## config.mk

```make
export PLATFORM = sky130hd
export DESIGN_NAME = count_seq_ctrl
export DESIGN_NICKNAME = d
export VERILOG_FILES = /design/src/rtl/count_seq_ctrl.sv
export SDC_FILE = /design/constraint.sdc
export NUM_CORES = 1
export LEC_CHECK = 0
export BUFFER_PORTS_ARGS = -buffer_cell sky130_fd_sc_hd__buf_2
export CORE_MARGIN = 4
export CORE_UTILIZATION = 54
export DETAILED_ROUTE_END_ITERATION = 16
export MAX_ROUTING_LAYER = met4
export PLACE_DENSITY = 0.81
export SLEW_MARGIN = 15
export SYNTH_ARGS = -nofsm -noshare
export SYNTH_HDL_FRONTEND = slang
export SYNTH_SLANG_ARGS = --single-unit
```

## constraint.sdc

```tcl
create_clock -name clk -period 2.5 [get_ports clk]
set_clock_uncertainty 0.2 [all_clocks]
set_input_delay 0.375 -clock clk [delete_from_list [all_inputs] [get_ports clk]]
set_output_delay 0.375 -clock clk [all_outputs]
set_load 0.02 [all_outputs]
```

## src/rtl/count_seq_ctrl.sv

```systemverilog
// Sequencer that steps an external up/down counter from its current value to a target.
// Define COUNT_SEQ_PRESCALE_EN to add a PW-bit prescaler that spaces steps presc+1 cycles apart.
module count_seq_ctrl #(
    parameter int N  = 20,
    parameter int PW = 8
) (
    input  logic          clk,
    input  logic          rst_n,
    input  logic          start,
    input  logic [N-1:0]  target,
    input  logic          pause,
    input  logic          abort,
    input  logic [PW-1:0] presc,
    input  logic [N-1:0]  count,
    output logic          cnt_en,
    output logic          cnt_cw,
    output logic          busy,
    output logic          done,
    output logic [N-1:0]  steps
);

    typedef enum logic [1:0] {
        IDLE  = 2'd0,
        RUN   = 2'd1,
        PAUSE = 2'd2,
        DONE  = 2'd3
    } state_t;

    state_t         state_q, state_d;
    logic [N-1:0]   target_q, target_d;
    logic           cw_q, cw_d;
    logic [N-1:0]   steps_q, steps_d;
    logic           busy_q, busy_d;
    logic           done_q, done_d;
    logic           accept;
    logic           at_target;
    logic           tick;

    assign accept    = ((state_q == IDLE) || (state_q == DONE)) && start && !abort;
    assign at_target = (count == target_q);

`ifdef COUNT_SEQ_PRESCALE_EN
    logic [PW-1:0]  pcnt_q, pcnt_d;

    assign tick = (pcnt_q == '0);

    // The down-counter only moves while RUN is actually stepping, so it freezes in PAUSE.
    always_comb begin
        pcnt_d = pcnt_q;
        if (accept) begin
            pcnt_d = presc;
        end else if ((state_q == RUN) && !pause && !abort) begin
            pcnt_d = tick ? presc : pcnt_q - 1'b1;
        end
    end

    always_ff @(posedge clk or negedge rst_n) begin
        if (!rst_n) begin
            pcnt_q <= '0;
        end else begin
            pcnt_q <= pcnt_d;
        end
    end
`else
    logic presc_unused;

    assign tick         = 1'b1;
    assign presc_unused = ^presc;
`endif

    // NOTE: every signal written here gets a default first, so no path can infer a latch.
    always_comb begin
        state_d  = state_q;
        target_d = target_q;
        cw_d     = cw_q;
        steps_d  = steps_q;
        cnt_en   = 1'b0;

        case (state_q)
            IDLE, DONE: begin
                if (accept) begin
                    target_d = target;
                    cw_d     = (target > count);
                    steps_d  = '0;
                    state_d  = RUN;
                end else if (abort) begin
                    state_d  = IDLE;
                end
            end
            RUN: begin
                // Priority: abort, then pause, then arrival, then stepping.
                if (abort) begin
                    state_d = IDLE;
                end else if (pause) begin
                    state_d = PAUSE;
                end else if (at_target) begin
                    state_d = DONE;
                end else if (tick) begin
                    cnt_en  = 1'b1;
                    steps_d = steps_q + 1'b1;
                end
            end
            PAUSE: begin
                if (abort) begin
                    state_d = IDLE;
                end else if (!pause) begin
                    state_d = RUN;
                end
            end
            default: begin
                state_d = IDLE;
            end
        endcase

        busy_d = (state_d == RUN) || (state_d == PAUSE);
        done_d = (state_d == DONE);
    end

    // NOTE: non-blocking updates so every flop samples the same pre-edge values.
    always_ff @(posedge clk or negedge rst_n) begin
        if (!rst_n) begin
            state_q  <= IDLE;
            target_q <= '0;
            cw_q     <= 1'b0;
            steps_q  <= '0;
            busy_q   <= 1'b0;
            done_q   <= 1'b0;
        end else begin
            state_q  <= state_d;
            target_q <= target_d;
            cw_q     <= cw_d;
            steps_q  <= steps_d;
            busy_q   <= busy_d;
            done_q   <= done_d;
        end
    end

    assign cnt_cw = cw_q;
    assign busy   = busy_q;
    assign done   = done_q;
    assign steps  = steps_q;

endmodule

```

==> results.sh, run 1 <==
export IMPL_worstSetupStartpointType="register"
export IMPL_post_cts_setup_buffers=0
export IMPL_drive_gt1_share_pct=30.20
export IMPL_finalHoldViolations=0
export IMPL_seq_power_share_pct=36.5
export IMPL_synth_area_top_cells="dfrtp_1 (36%), ha_1 (9.7%), mux2_2 (6.9%)"
export IMPL_clk_latency_ns=0.30
export IMPL_dieArea_mm2=0.007002
export IMPL_rows=27
export IMPL_path_buf_inv=1
export IMPL_internal_power_mw=2.175
export IMPL_status="finished, final reports clean"
export IMPL_grt_max_degree=36
export IMPL_setup_viol=0
export IMPL_fin_tns_setup_ns=0
export IMPL_endpoint_kind="output pin"
export IMPL_syn_nets=409
export IMPL_clk_pin_slew_ns=0.08
export IMPL_synth_cells=332
export IMPL_core_area_mm2=0.005540
export IMPL_multi_input_area_mm2=0.001824
export IMPL_grt_use_total_pct=22.52
export IMPL_synth_cell_types=44
export IMPL_nFillCells=469
export IMPL_drc=0
export IMPL_p_leak_nw=1.766
export IMPL_die_w_um=83.68
export IMPL_crit_type="register to output pin"
export IMPL_ir_drop_mv=0.5600
export IMPL_syn_to_final_growth_pct=18.41
export IMPL_first_iter_violations=173
export IMPL_port_buffers=68
export IMPL_grt_overflow=0
export IMPL_path_max_fanout=5
export IMPL_cellPowerDensity_mw_per_mm2=1042
export IMPL_die_height_um=83.68
export IMPL_yosys_area_top_type_share_pct=36.41
export IMPL_syn_cell_area_mm2=0.003093
export IMPL_slew_limit_headroom_pct=51.72
export IMPL_regArea_mm2=0.001126
export IMPL_cts_root_buf="clkbuf_8"
export IMPL_cp_top_family="simple AND/OR/NAND/NOR gates"
export IMPL_antennaDiodeCount=0
export IMPL_layout_nets=481
export IMPL_maxCapViolations=0
export IMPL_ys_seq_area_share_pct=36.41
export IMPL_synthArstFlopShare_pct=100.0
export IMPL_initial_core_util_pct=55.83
export IMPL_final_min_clock_period_ns=2.409
export IMPL_routabilityCongestion=0.8949
export IMPL_fmax_mhz=415.1
export IMPL_wl_per_cell_um=15.57
export IMPL_yosys_warnings=0
export IMPL_synth_edf_count=0
export IMPL_grt_pass1_wl_um=12630
export IMPL_cts_sinks=45
export IMPL_yosys_area_top_type="dfrtp_1"
export IMPL_crit_chain="xnor2_1 -> nand4_1 -> nor3_4 -> and2_4 -> nor3_1 -> buf_2"
export IMPL_drt_total_wl_um=7412
export IMPL_postRouteAntennaNets=0
export IMPL_synth_most_common_cell="dfrtp_1"
export IMPL_design_power_total_mw=3.817
export IMPL_crit_arrival_ns=1.83
export IMPL_cts_buffers=5
export IMPL_slowest_delay_ns=0.39
export IMPL_hp_class="input port to register"
export IMPL_h_tree_depth=2
export IMPL_antenna_found_initial=0
export IMPL_vias=2778
export IMPL_pwr_share_clk_pct=12.1
export IMPL_dp_hpwl_um=5548
export IMPL_slowest_stage="dfrtp_1"
export IMPL_cp_data_required_time_ns=1.92
export IMPL_rsz0062_at_grt="no"
export IMPL_combPwrFrac_pct=51.4
export IMPL_worst_slew_pin_slew_ns=0.7242
export IMPL_cts_buffer_depth=2
export IMPL_vias_per_cell=5.836
export IMPL_drv_slew=0
export IMPL_fin_ws_ns=0.09115
export IMPL_synth_common_cells="dfrtp_1 (45), nand2_1 (37), ha_1 (24), inv_1 (24), xnor2_1 (20)"
export IMPL_grt_pass1_vias=2727
export IMPL_cts_tree="built"
export IMPL_firstDrtPassIters=5
export IMPL_switching_share_pct=43.03
export IMPL_p_sw_mw=1.642
export IMPL_io_pins=77
export IMPL_period_share_pct=96.35
export IMPL_synth_ff_type="dfrtp_1"
export IMPL_synth_area_per_cell_um2=9.316
export IMPL_synth_seq_cells=45
export IMPL_dp_slack_ns=0.1651
[registers in the layout, summed over array words and instances (netlist names)]
| name | flops |
|---|---|
| busy | 1 |
| cnt_cw | 1 |
| done | 1 |
| state_q | 2 |
| steps | 20 |
| target_q | 20 |
[what timing repair did]
| item | in CTS | in global routing |
|---|---|---|
| setup endpoints to repair | 0 | 1 |
| endpoints found under the hold margin | 21 | 0 |
| hold buffers | 1 | 0 |
| resized for setup | 0 | 4 |
[final timing paths]
path / to / start / slack (ns) / cells past startpoint
max in group asynchronous: steps[13]$_DFFE_PN0P_ / rst_n / 1.30 / 3
min: target_q[18]$_DFFE_PN0P_ / target[18] / 0.13 / 2
max: cnt_en / target_q[6]$_DFFE_PN0P_ / 0.09 / 6
min in group asynchronous: target_q[17]$_DFFE_PN0P_ / rst_n / 0.23 / 2
min reg2reg: target_q[0]$_DFFE_PN0P_ / target_q[0]$_DFFE_PN0P_ / 0.33 / 2
max reg2reg: steps[19]$_DFFE_PN0P_ / state_q[1]$_DFF_PN0_ / 0.20 / 8
[power by group through the flow]
stage                     clock network (mW)  registers (mW)  logic [mW]
after global placement                     0            1.38        1.89
after global routing                   0.499            1.45        2.18
after floorplan                            0            1.53        1.23
final                                  0.461            1.39        1.96
after CTS                              0.471            1.39        1.96
after detailed placement                   0            1.40        1.95
[through the flow]
step / instances / instance area [um^2] / util, % / hold slack, ns
6_report: 476 / 3662 / 66.10 / 0.1255
5_1_grt: 476 / 3662 / 66.10 / 0.1305
4_1_cts: 476 / 3651 / 65.90 / 0.1221
3_5_place_dp: 468 / 3555 / 64.16 / 0.01954
3_3_place_gp: 468 / 3555 / 64.16 / 0.01549
2_1_floorplan: 332 / 3093 / - / -0.1206
[metal layers]
layer  GRT usage [%]  wire length, um  vias to the layer above
li1                -                -                     1348
met1           29.23             3319                     1342
met2           36.88             3619                       81
met3           4.146              399                        7
met4           4.971               74                        0
met5               -                0                        -
[kinds of logic after synthesis]
group                    share of synthesized area, %
AND/OR/NAND/NOR                                 20.63
multiplexers                                    7.241
XOR/XNOR                                        5.663
buffers and inverters                           5.097
AO/OA/AOI/OAI                                   15.25
adder cells (fa/ha/maj)                         9.709
flip-flops                                      36.41
[final cells by class]
| cell class | instances | share of cell area, % |
|---|---|---|
| sequential | 45 | 30.75 |
| tap | 72 | 2.460 |
| clock buffer | 7 | 2.357 |
| inverter | 24 | 2.460 |
| multi-input combinational | 248 | 49.81 |
| timing repair buffer | 80 | 12.16 |
[cells in the final DEF, fill, tap and decap left out, types with 2 or more instances in the layout]
| cell type | Yosys | layout |
|---|---|---|
| nor4_1 | 3 | 3 |
| a41o_1 | 3 | 3 |
| a21o_1 | 8 | 8 |
| and2_1 | 3 | 2 |
| nand2_1 | 37 | 37 |
| dfrtp_1 | 45 | 45 |
| a31o_2 | 4 | 4 |
| a21oi_1 | 17 | 16 |
| ha_1 | 24 | 24 |
| o311ai_0 | 2 | 2 |
| a31oi_1 | 7 | 7 |
| a221o_1 | 6 | 6 |
| nand4_1 | 15 | 15 |
| buf_2 | 6 | 68 |
| xnor2_1 | 20 | 20 |
| o21ai_0 | 6 | 6 |
| and3_1 | 7 | 7 |
| inv_1 | 24 | 24 |
| o211ai_1 | 2 | 2 |
| nand2b_1 | 2 | 2 |
| o21a_1 | 3 | 3 |
| nand3_1 | 12 | 12 |
| mux2_2 | 19 | 19 |
| clkbuf_8 | 0 | 6 |
| and3_2 | 4 | 4 |
| nor3_1 | 15 | 15 |
| nor2b_1 | 4 | 4 |
| nor2_1 | 10 | 9 |
| buf_4 | 1 | 10 |
Power figures use the tool's default switching activity.
==> run 2: changes to the inputs <==
Settings changed: CORE_UTILIZATION 54 to 50, PLACE_DENSITY 0.81 to 0.76.
==> run 2 against run 1 <==
Register-to-register slack improved by 0.04 ns. Setup slack hardly changed. Count of clock-buffer cells in the layout stayed put. Design area increased by 1.5%. Sequential cell count stayed put. Hold slack lost 0.0041 ns. First-iteration DRC count fell by 23%. Global-route usage shrank 2.0 points. Sequential power about the same. Largest cell class unchanged. Highest routed layer unchanged.
==> results.sh, run 2 (synthesized netlist as in run 1, its figures left out) <==
export IMPL_grt_pass1_wl_um=12100
export IMPL_finalHoldViolations=0
export IMPL_die_height_um=86.65
export IMPL_p_leak_nw=1.790
export IMPL_wl_per_cell_um=14.76
export IMPL_hold_ws_ns=0.1213
export IMPL_design_power_total_mw=3.925
export IMPL_fin_area_mm2=0.003719
export IMPL_dieArea_mm2=0.007508
export IMPL_io_pins=77
export IMPL_vias_per_cell=5.552
export IMPL_clk_latency_ns=0.30
export IMPL_antenna_found_initial=0
export IMPL_placed_cell_area_mm2=0.003583
export IMPL_firstDrtPassIters=4
export IMPL_maxCapViolations=0
export IMPL_stdcell_count=480
export IMPL_cts_buffers=5
export IMPL_nFillCells=509
export IMPL_fin_tns_setup_ns=0
export IMPL_worst_slew_pin_slew_ns=0.7251
export IMPL_clk_pin_slew_ns=0.09
export IMPL_period_share_pct=96.36
export IMPL_grt_pass1_vias=2642
export IMPL_cts_buffer_depth=2
export IMPL_cellPowerDensity_mw_per_mm2=1056
export IMPL_cts_tree="built"
export IMPL_die_w_um=86.65
export IMPL_crit_type="register to output pin"
export IMPL_grt_max_degree=46
export IMPL_ir_drop_mv=0.5393
export IMPL_grt_use_total_pct=20.51
export IMPL_syn_to_final_growth_pct=20.23
export IMPL_path_max_fanout=5
export IMPL_drv_slew=0
export IMPL_dp_slack_ns=0.1899
export IMPL_setup_viol=0
export IMPL_routabilityCongestion=0.7512
export IMPL_drive_gt1_share_pct=30.12
export IMPL_vias=2665
export IMPL_final_min_clock_period_ns=2.409
export IMPL_layout_commonest_cell="buf_2"
export IMPL_drc=0
export IMPL_status="finished, final reports clean"
export IMPL_p_sw_mw=1.648
export IMPL_h_tree_depth=2
export IMPL_initial_core_util_pct=51.93
export IMPL_fmax_mhz=415.1
export IMPL_final_core_util_pct=62.44
export IMPL_postRouteAntennaNets=0
export IMPL_regArea_mm2=0.001126
export IMPL_cts_sinks=45
export IMPL_worstSetupStartpointType="register"
export IMPL_internal_power_mw=2.277
export IMPL_post_cts_setup_buffers=0
export IMPL_layout_nets=481
export IMPL_core_area_mm2=0.005956
export IMPL_switching_share_pct=41.99
export IMPL_hp_class="input port to register"
export IMPL_final_cell_mix="buf_2 (68), dfrtp_1 (45), nand2_1 (37)"
export IMPL_drt_total_wl_um=7087
export IMPL_slew_limit_headroom_pct=51.66
export IMPL_rows=28
export IMPL_antennaDiodeCount=0
export IMPL_grt_overflow=0
export IMPL_crit_arrival_ns=1.83
export IMPL_combPwrFrac_pct=49.6
export IMPL_cp_data_required_time_ns=1.92
export IMPL_cts_root_buf="clkbuf_8"
export IMPL_port_buffers=68
export IMPL_dp_hpwl_um=5295
export IMPL_rsz0062_at_grt="no"
export IMPL_seq_power_share_pct=35.7
export IMPL_first_iter_violations=133
export IMPL_fin_ws_ns=0.09103
export IMPL_endpoint_kind="output pin"
export IMPL_multi_input_area_mm2=0.001822
export IMPL_pwr_share_clk_pct=14.7
export IMPL_place_inst=471
-- run 2: layer usage --
| layer | share of wire [%] | global-route usage (%) |
|---|---|---|
| met2 | 48 | 32.61 |
| met3 | 3.8 | 3.422 |
| met5 | 0 | - |
| met1 | 48 | 27.55 |
| met4 | 0.41 | 4.674 |
-- run 2: worst max-delay path, cell delays in order (launching register included) --
cell     delay, ns
dfrtp_1       0.39
xnor2_1       0.18
nand4_1       0.13
nor2_1        0.37
and2_4        0.25
nor3_1        0.05
buf_2         0.16
-- run 2: repair_timing --
action	in CTS	in global routing
setup endpoints to repair	0	1
resized for setup	0	3
hold buffers	1	0
endpoints found under the hold margin	45	0
-- run 2: final timing paths --
check / startpoint / end / slack (ns) / cells past startpoint
max in group asynchronous: rst_n / steps[18]$_DFFE_PN0P_ / 1.48 / 3
worst max register to register: steps[6]$_DFFE_PN0P_ / steps[17]$_DFFE_PN0P_ / 0.24 / 6
worst min-delay path: target[2] / target_q[2]$_DFFE_PN0P_ / 0.12 / 2
min in group asynchronous: rst_n / target_q[13]$_DFFE_PN0P_ / 0.38 / 3
worst max-delay path: target_q[12]$_DFFE_PN0P_ / cnt_en / 0.09 / 6
worst min register to register: target_q[4]$_DFFE_PN0P_ / target_q[4]$_DFFE_PN0P_ / 0.33 / 1
-- run 2: power groups by stage --
stage / registers (mW) / logic, mW / clock network, mW
6_report: 1.40 / 1.95 / 0.576
5_1_grt: 1.46 / 2.18 / 0.618
4_1_cts: 1.40 / 1.96 / 0.591
3_5_place_dp: 1.41 / 1.95 / 0
3_3_place_gp: 1.39 / 1.87 / 0
2_1_floorplan: 1.53 / 1.23 / 0
-- run 2: final cells by class --
class | instances | area share (%)
repair buffers | 80 | 12.65
clock buffers | 7 | 2.322
multi-input cells | 248 | 48.99
inverters | 24 | 2.423
flip-flops and latches | 45 | 30.28
well taps | 75 | 2.524
clock inverters | 1 | 0.8075
